**src/rtl/ram_burst_arbiter.sv**
```systemverilog
// Two-requester round-robin arbiter that runs 1..16 beat read/write bursts
// against one port of a single-clock RAM with a registered (1-cycle) read.
module ram_burst_arbiter #(
  parameter int unsigned DW = 8,
  parameter int unsigned AW = 6
) (
  input  logic          C,
  input  logic          nR,
  input  logic          r0REQ,
  input  logic          r1REQ,
  input  logic          r0WE,
  input  logic          r1WE,
  input  logic [AW-1:0] r0A,
  input  logic [AW-1:0] r1A,
  input  logic [3:0]    r0LEN,
  input  logic [3:0]    r1LEN,
  input  logic [DW-1:0] r0D,
  input  logic [DW-1:0] r1D,
  output logic          r0GNT,
  output logic          r1GNT,
  output logic          r0DACK,
  output logic          r1DACK,
  output logic          r0QV,
  output logic          r1QV,
  output logic [DW-1:0] Q,
  output logic          BUSY,
  output logic          mWR,
  output logic [AW-1:0] mA,
  output logic [DW-1:0] mD,
  input  logic [DW-1:0] mQ
);

  typedef enum logic {StIdle, StBurst} state_e;

  state_e        state_q, state_d;
  logic          owner_q, owner_d;
  logic          we_q, we_d;
  logic [AW-1:0] addr_q, addr_d;
  logic [3:0]    len_q, len_d;
  logic [3:0]    beat_q, beat_d;
  logic          last_q, last_d;
  logic          rd_pend_q, rd_pend_d;
  logic          rd_own_q, rd_own_d;

  logic gnt_any, gnt_sel, own_req, beat_last;

  always_comb begin
    gnt_any   = r0REQ | r1REQ;
    // On a tie the requester not served last wins.
    gnt_sel   = (r0REQ & r1REQ) ? ~last_q : r1REQ;
    own_req   = owner_q ? r1REQ : r0REQ;
    beat_last = (beat_q == len_q);
  end

  always_ff @(posedge C or negedge nR) begin
    if (!nR) begin
      state_q   <= StIdle;
      owner_q   <= 1'b0;
      we_q      <= 1'b0;
      addr_q    <= '0;
      len_q     <= '0;
      beat_q    <= '0;
      last_q    <= 1'b1;
      rd_pend_q <= 1'b0;
      rd_own_q  <= 1'b0;
    end else begin
      state_q   <= state_d;
      owner_q   <= owner_d;
      we_q      <= we_d;
      addr_q    <= addr_d;
      len_q     <= len_d;
      beat_q    <= beat_d;
      last_q    <= last_d;
      rd_pend_q <= rd_pend_d;
      rd_own_q  <= rd_own_d;
    end
  end

  always_comb begin
    state_d = state_q;
    unique case (state_q)
      StIdle:  if (gnt_any) state_d = StBurst;
      StBurst: if (beat_last || !own_req) state_d = StIdle;
      default: state_d = StIdle;
    endcase
  end

  always_comb begin
    owner_d   = owner_q;
    we_d      = we_q;
    addr_d    = addr_q;
    len_d     = len_q;
    beat_d    = beat_q;
    last_d    = last_q;
    rd_pend_d = 1'b0;
    rd_own_d  = rd_own_q;
    if (state_q == StIdle && gnt_any) begin
      owner_d = gnt_sel;
      we_d    = gnt_sel ? r1WE : r0WE;
      addr_d  = gnt_sel ? r1A : r0A;
      len_d   = gnt_sel ? r1LEN : r0LEN;
      beat_d  = '0;
      last_d  = gnt_sel;
    end
    if (state_q == StBurst) begin
      beat_d = beat_q + 4'd1;
      // Read data returns from the RAM one cycle after its beat.
      if (!we_q) begin
        rd_pend_d = 1'b1;
        rd_own_d  = owner_q;
      end
    end
  end

  always_comb begin
    r0GNT  = 1'b0;
    r1GNT  = 1'b0;
    r0DACK = 1'b0;
    r1DACK = 1'b0;
    BUSY   = 1'b0;
    mWR    = 1'b0;
    mA     = '0;
    mD     = owner_q ? r1D : r0D;
    if (state_q == StIdle) begin
      // Gated by nR so no grant shows while reset is held.
      r0GNT = nR & gnt_any & ~gnt_sel;
      r1GNT = nR & gnt_any & gnt_sel;
    end else begin
      BUSY   = 1'b1;
      mWR    = we_q;
      mA     = addr_q + AW'(beat_q);
      r0DACK = we_q & ~owner_q;
      r1DACK = we_q & owner_q;
    end
    r0QV = rd_pend_q & ~rd_own_q;
    r1QV = rd_pend_q & rd_own_q;
    Q    = rd_pend_q ? mQ : '0;
  end

endmodule

```
**config.mk**
```make
export PLATFORM = sky130hd
export DESIGN_NAME = ram_burst_arbiter
export DESIGN_NICKNAME = d
export VERILOG_FILES = /design/src/rtl/ram_burst_arbiter.sv
export SDC_FILE = /design/constraint.sdc
export NUM_CORES = 1
export LEC_CHECK = 0
export ABC_AREA = 1
export BUFFER_PORTS_ARGS = -buffer_cell sky130_fd_sc_hd__buf_2
export CAP_MARGIN = 20
export CORE_MARGIN = 2
export CORE_UTILIZATION = 44
export DETAILED_ROUTE_END_ITERATION = 6
export GPL_ROUTABILITY_DRIVEN = 1
export PLACE_DENSITY = 0.8
export SLEW_MARGIN = 20
export SYNTH_ARGS = -nofsm -noshare
export SYNTH_HDL_FRONTEND = slang
export SYNTH_SLANG_ARGS = --single-unit
```
**constraint.sdc**
```tcl
create_clock -name C -period 1.8 [get_ports C]
set_input_delay 0.18 -clock C [delete_from_list [all_inputs] [get_ports C]]
set_output_delay 0.18 -clock C [all_outputs]
set_load 0.01 [all_outputs]
```
==> Word-level counts from Yosys, hierarchy flattened <==
Index checks and enable logic that the tools add are counted.
{ "totals": {"regBits": 20, "output_inout_bits": 30, "in_bits": 50, "wordCells": 53} }
{ "op_classes": {"reduce_logical": 5, "add_sub_neg": 2, "muxes": 21, "n_eq_ne": 1, "n_bitwise": 15} }
{ "ops": {"columns": ["operator", "n"], "rows": [
  ["$mux 8", 2],
  ["$mux 1", 13],
  ["$mux 4", 3],
  ["$mux 6", 2],
  ["$and 1x1->1", 8],
  ["$add 6x4->6", 1],
  ["$not 1->1", 6],
  ["$add 4x1->4 const B", 1],
  ["$eq 4x4->1", 1],
  ["$pmux 1 s2", 1],
  ["$reduce_and 2->1", 1],
  ["$reduce_bool 2->1", 1],
  ["$logic_and 1x1->1", 1],
  ["$logic_not 1->1", 1],
  ["$logic_or 1x1->1", 1],
  ["$or 1x1->1", 1]
]} }

==> Depth between registers and ports, before layout <==
{ "depth": {"word_depth": 5, "mapped_depth": 8, "ltp_nobuf": 8} }

==> Worst setup path after synthesis <==
No wires, ideal clock.
{ "synth_timing": {"path_kind": "register to output", "start": "register beat_q[0]", "end": "output port mA[4]", "n_path_buf": 0, "required_time_ns": 1.620, "path_stages_with_launch": 8, "setup_slack_ns": 0.129, "t_arrival_ns": 1.491, "cell_sequence": "dfrtp_1 ha_1 fa_1 nand2_1 nand2_1 a21oi_1 nor2_1 nor2_1"} }
{ "synth_between": {"elab_chain_len": 2} }
{ "synth_lines": {"columns": ["element", "line", "text"], "rows": [
  ["start: declaration", "40", "logic [3:0] beat_q, beat_d;"],
  ["start signal: assignment", "72", "beat_q <= beat_d;"],
  ["$add 6x4->6", "131", "mA = addr_q + AW'(beat_q);"],
  ["$mux 6", "124", "if (state_q == StIdle) begin"],
  ["end: declaration", "28", "output logic [AW-1:0] mA,"]
]} }
Every way passes these cells.

==> Worst setup path in the final report <==
Ends and elaborated chain as after synthesis.

==> results.py <==
metrics = {
    "outcome": {
        "status": "finished with violations",
        "violations": "setup timing",
    },
    "pwr": {
        "p_switching_mw": 1.37,
        "combPwrFrac_pct": 60.2,
        "intPower_mw": 1.55,
        "power_density_nw_per_um2": 1520,
        "switching_share_pct": 46.9,
        "ir_drop_v": 0.000621,
        "power_mw": 2.92,
        "clkPwrFrac_pct": 7.5,
        "leakagePower_nw": 1.16,
        "seqPwrFrac_pct": 32.2,
    },
    "sta": {
        "final_max_slew_viol_count": 0,
        "max_freq_mhz": 504,
        "hold_viol_final": 0,
        "setup_ws_ns": -0.184,
        "worst_slew_pin_slew_ns": 0.467,
        "slew-limit-headroom_pct": 68.9,
        "finalHoldWorstSlack_ns": 0.135,
        "period_share_pct": 110,
        "setup_viol": 5,
        "setup-tns-final_ns": -0.369,
        "min_period_ns": 1.98,
        "skew_ns": 0.0101,
        "rsz0062_at_grt": "yes",
    },
    "logic_synthesis": {
        "synth.avg_cell_area_um2": 6.89,
        "synth_seq_cells": 20,
        "syn-num-nets": 256,
        "syn_inst": 200,
        "seq_area_frac_synth_pct": 36.4,
        "yosysWarnings": 0,
        "synth.distinct_cells": 25,
        "syn-cell-area_um2": 1380,
    },
    "worst_setup_path": {
        "critPathMostFrequentCell": "nand2_1",
        "worst_setup_path_end_kind": "primary output",
        "criticalPathCategory": "reg2out",
        "worst_setup_path_start_kind": "flip-flop",
        "cpPeakStageDelay_ns": 0.40,
        "rrSetupSlack_ns": 0.52,
        "worstPathRequired_ns": 1.62,
        "worstPathMaxFanout": 2,
        "path_delay_family": "adder cells",
        "critPathBufInv": 1,
        "critical_path.cell_chain": "ha_2 -> fa_2 -> nand2_1 -> nand2_1 -> a21oi_2 -> nand2_1 -> nand2_1 -> nor2_1 -> buf_2",
        "slowest_stage": "dfrtp_1",
        "arrival_ns": 1.80,
    },
    "routing": {
        "postRouteAntennaNets": 0,
        "wirelength_um": 3460,
        "vias_per_cell": 4.63,
        "drt-initial-drc-count": 18,
        "drcViolationCount": 0,
        "firstDrtPassIters": 4,
        "via_count": 1523,
        "avgRoutedWirePerCell_um": 10.5,
    },
    "flow_run": {
        "max_cap_violations": 0,
    },
    "die": {
        "pin_count": 80,
        "die-area_um2": 3600,
        "die_h_um": 60.0,
        "coreArea_um2": 3030,
        "die_w_um": 60.0,
        "rows": 20,
        "start_util_pct": 45.5,
    },
    "layout": {
        "fin_nets": 342,
        "postLayoutCoreUtil_pct": 63.5,
        "area_growth_pct": 39.4,
        "drive_gt1_share_pct": 38.6,
        "fin_area_um2": 1920,
        "diodes": 0,
        "layout.cells.non_filler": 329,
    },
    "placed_design": {
        "post-place-cells": 318,
        "globalplace.congestion": 0.785,
        "placed_cell_area_um2": 1790,
        "hpwl_um": 2600,
        "dpl_worst_slack_ns": 0.0484,
        "port_buffers": 79,
    },
    "global_route": {
        "grt_overflow": 0,
        "grt_pass1_vias": 1309,
        "grt_max_degree": 21,
        "grt_usage_pct": 19.7,
        "grt_antenna_before_repair": 0,
        "grt_pass1_wl_um": 5470,
    },
    "cts": {
        "cts_tree": "built",
        "cts_root_buf": "clkbuf_4",
        "clock_sinks": 20,
        "cts_buffers": 3,
        "clockBufferDepth": 2,
        "htreeDepth": 1,
        "clk_pin_slew_worst_paths_ns": 0.12,
        "worstSkewPairLatency_ns": 0.30,
    },
    "hold_path": {
        "hold_path_class": "in2reg",
    },
}
[timing repair]
action                                  4_1_cts  5_1_grt
endpoints found under the setup margin        5        5
setup buffers                                 3        3
endpoints found under the hold margin        19        0
pin swaps                                     1        2
resized for setup                             9        2
hold buffers                                  1        0
[cell usage after synthesis]
library cell,count,area (um2)
nor3_2,1,10.0
buf_6,3,33.8
nand2_1,67,251
nor2_4,1,11.3
nand4_1,2,12.5
o21a_1,1,7.51
dfstp_2,1,26.3
nand3_1,4,20.0
inv_1,22,82.6
o21ai_1,8,40.0
nor2_2,2,12.5
clkbuf_1,3,11.3
a21oi_4,1,16.3
a21oi_1,3,15.0
inv_2,3,11.3
buf_4,2,15.0
nor2_1,25,93.8
xor2_1,4,35.0
dfrtp_1,19,475
o21ai_0,17,85.1
nor3_1,2,10.0
o22ai_1,2,12.5
ha_1,5,62.6
a211oi_1,1,7.51
fa_1,1,20.0
[state kept, by name, summed over array words and instances, names as in the netlist]
name,count
we_q,1
rd_pend_q,1
state_q,1
last_q,1
addr_q,6
len_q,4
beat_q,4
rd_own_q,1
owner_q,1
[path summary, 6_finish.rpt]
check                                      start                     to  depth (start not counted)
setup / recovery           beat_q[0]$_DFFE_PN0P_                  mA[4]                          9
hold / removal                            r1A[3]  addr_q[3]$_DFFE_PN0P_                          3
setup reg to reg               state_q$_DFF_PN0_   len_q[3]$_DFFE_PN0P_                          4
hold reg to reg               last_q$_DFFE_PN1P_     last_q$_DFFE_PN1P_                          2
max in group asynchronous                     nR     last_q$_DFFE_PN1P_                          3
min in group asynchronous                     nR  addr_q[3]$_DFFE_PN0P_                          3
[logic make-up after synthesis]
logic type,share of synthesized area [%]
DFF,36.4
adders and majority gates,5.99
and+or+nand+nor,30.6
buffers and inverters,11.2
xor gates and xnor gates,2.54
AOI/OAI and AO/OA,13.3
[tightest hold or removal path: stages]
cell     delay (ns)
buf_2          0.08
nor2_1         0.03
o21ai_1        0.11
[placed cells by master (no fill, tap or decap)]
master / instances
o22ai_1: 2
nand4_1: 2
nor2_4: 1
o21a_1: 1
nand3_1: 4
a21oi_1: 2
nor2_2: 3
ha_4: 2
dlygate4sd3_1: 1
inv_2: 3
o21ai_0: 16
inv_1: 22
a21oi_4: 1
dfrtp_1: 17
a21oi_2: 1
dfstp_2: 1
dfrtp_2: 2
clkbuf_1: 1
o21ai_1: 9
a211oi_1: 1
nor3_2: 3
ha_1: 2
nand2_1: 67
ha_2: 1
xor2_1: 4
nor2_1: 24
clkbuf_4: 3
buf_4: 9
buf_2: 79
fa_2: 1
[area by class of cell]
| class | instances | area [um2] |
|---|---|---|
| flip-flops and latches | 20 | 504 |
| repair buffers | 89 | 473 |
| multi-input cells | 147 | 769 |
| fillers | 275 | 1110 |
| inverters | 25 | 93.8 |
| clock buffers | 4 | 26.3 |
| well taps | 44 | 55.1 |
[power by group through the flow]
stage	Combinational (mW)	Sequential [mW]	Clock, mW
6_report	1.76	0.943	0.220
5_1_grt	2.01	0.979	0.246
2_1_floorplan	1.16	0.838	0
3_5_place_dp	1.54	0.948	0
4_1_cts	1.69	0.941	0.221
3_3_place_gp	1.52	0.938	0
[metal layers]
layer / wire length (um) / global-route usage, % / vias up / part of all wire, %
met5: 0 / 0 / - / 0
met4: 53 / 7.30 / 0 / 1.5
met3: 177 / 1.95 / 6 / 5.1
met2: 1650 / 32.9 / 51 / 48
met1: 1570 / 26.3 / 668 / 45
li1: - / - / 798 / -
No activity file was read; power rests on OpenSTA's default activity.
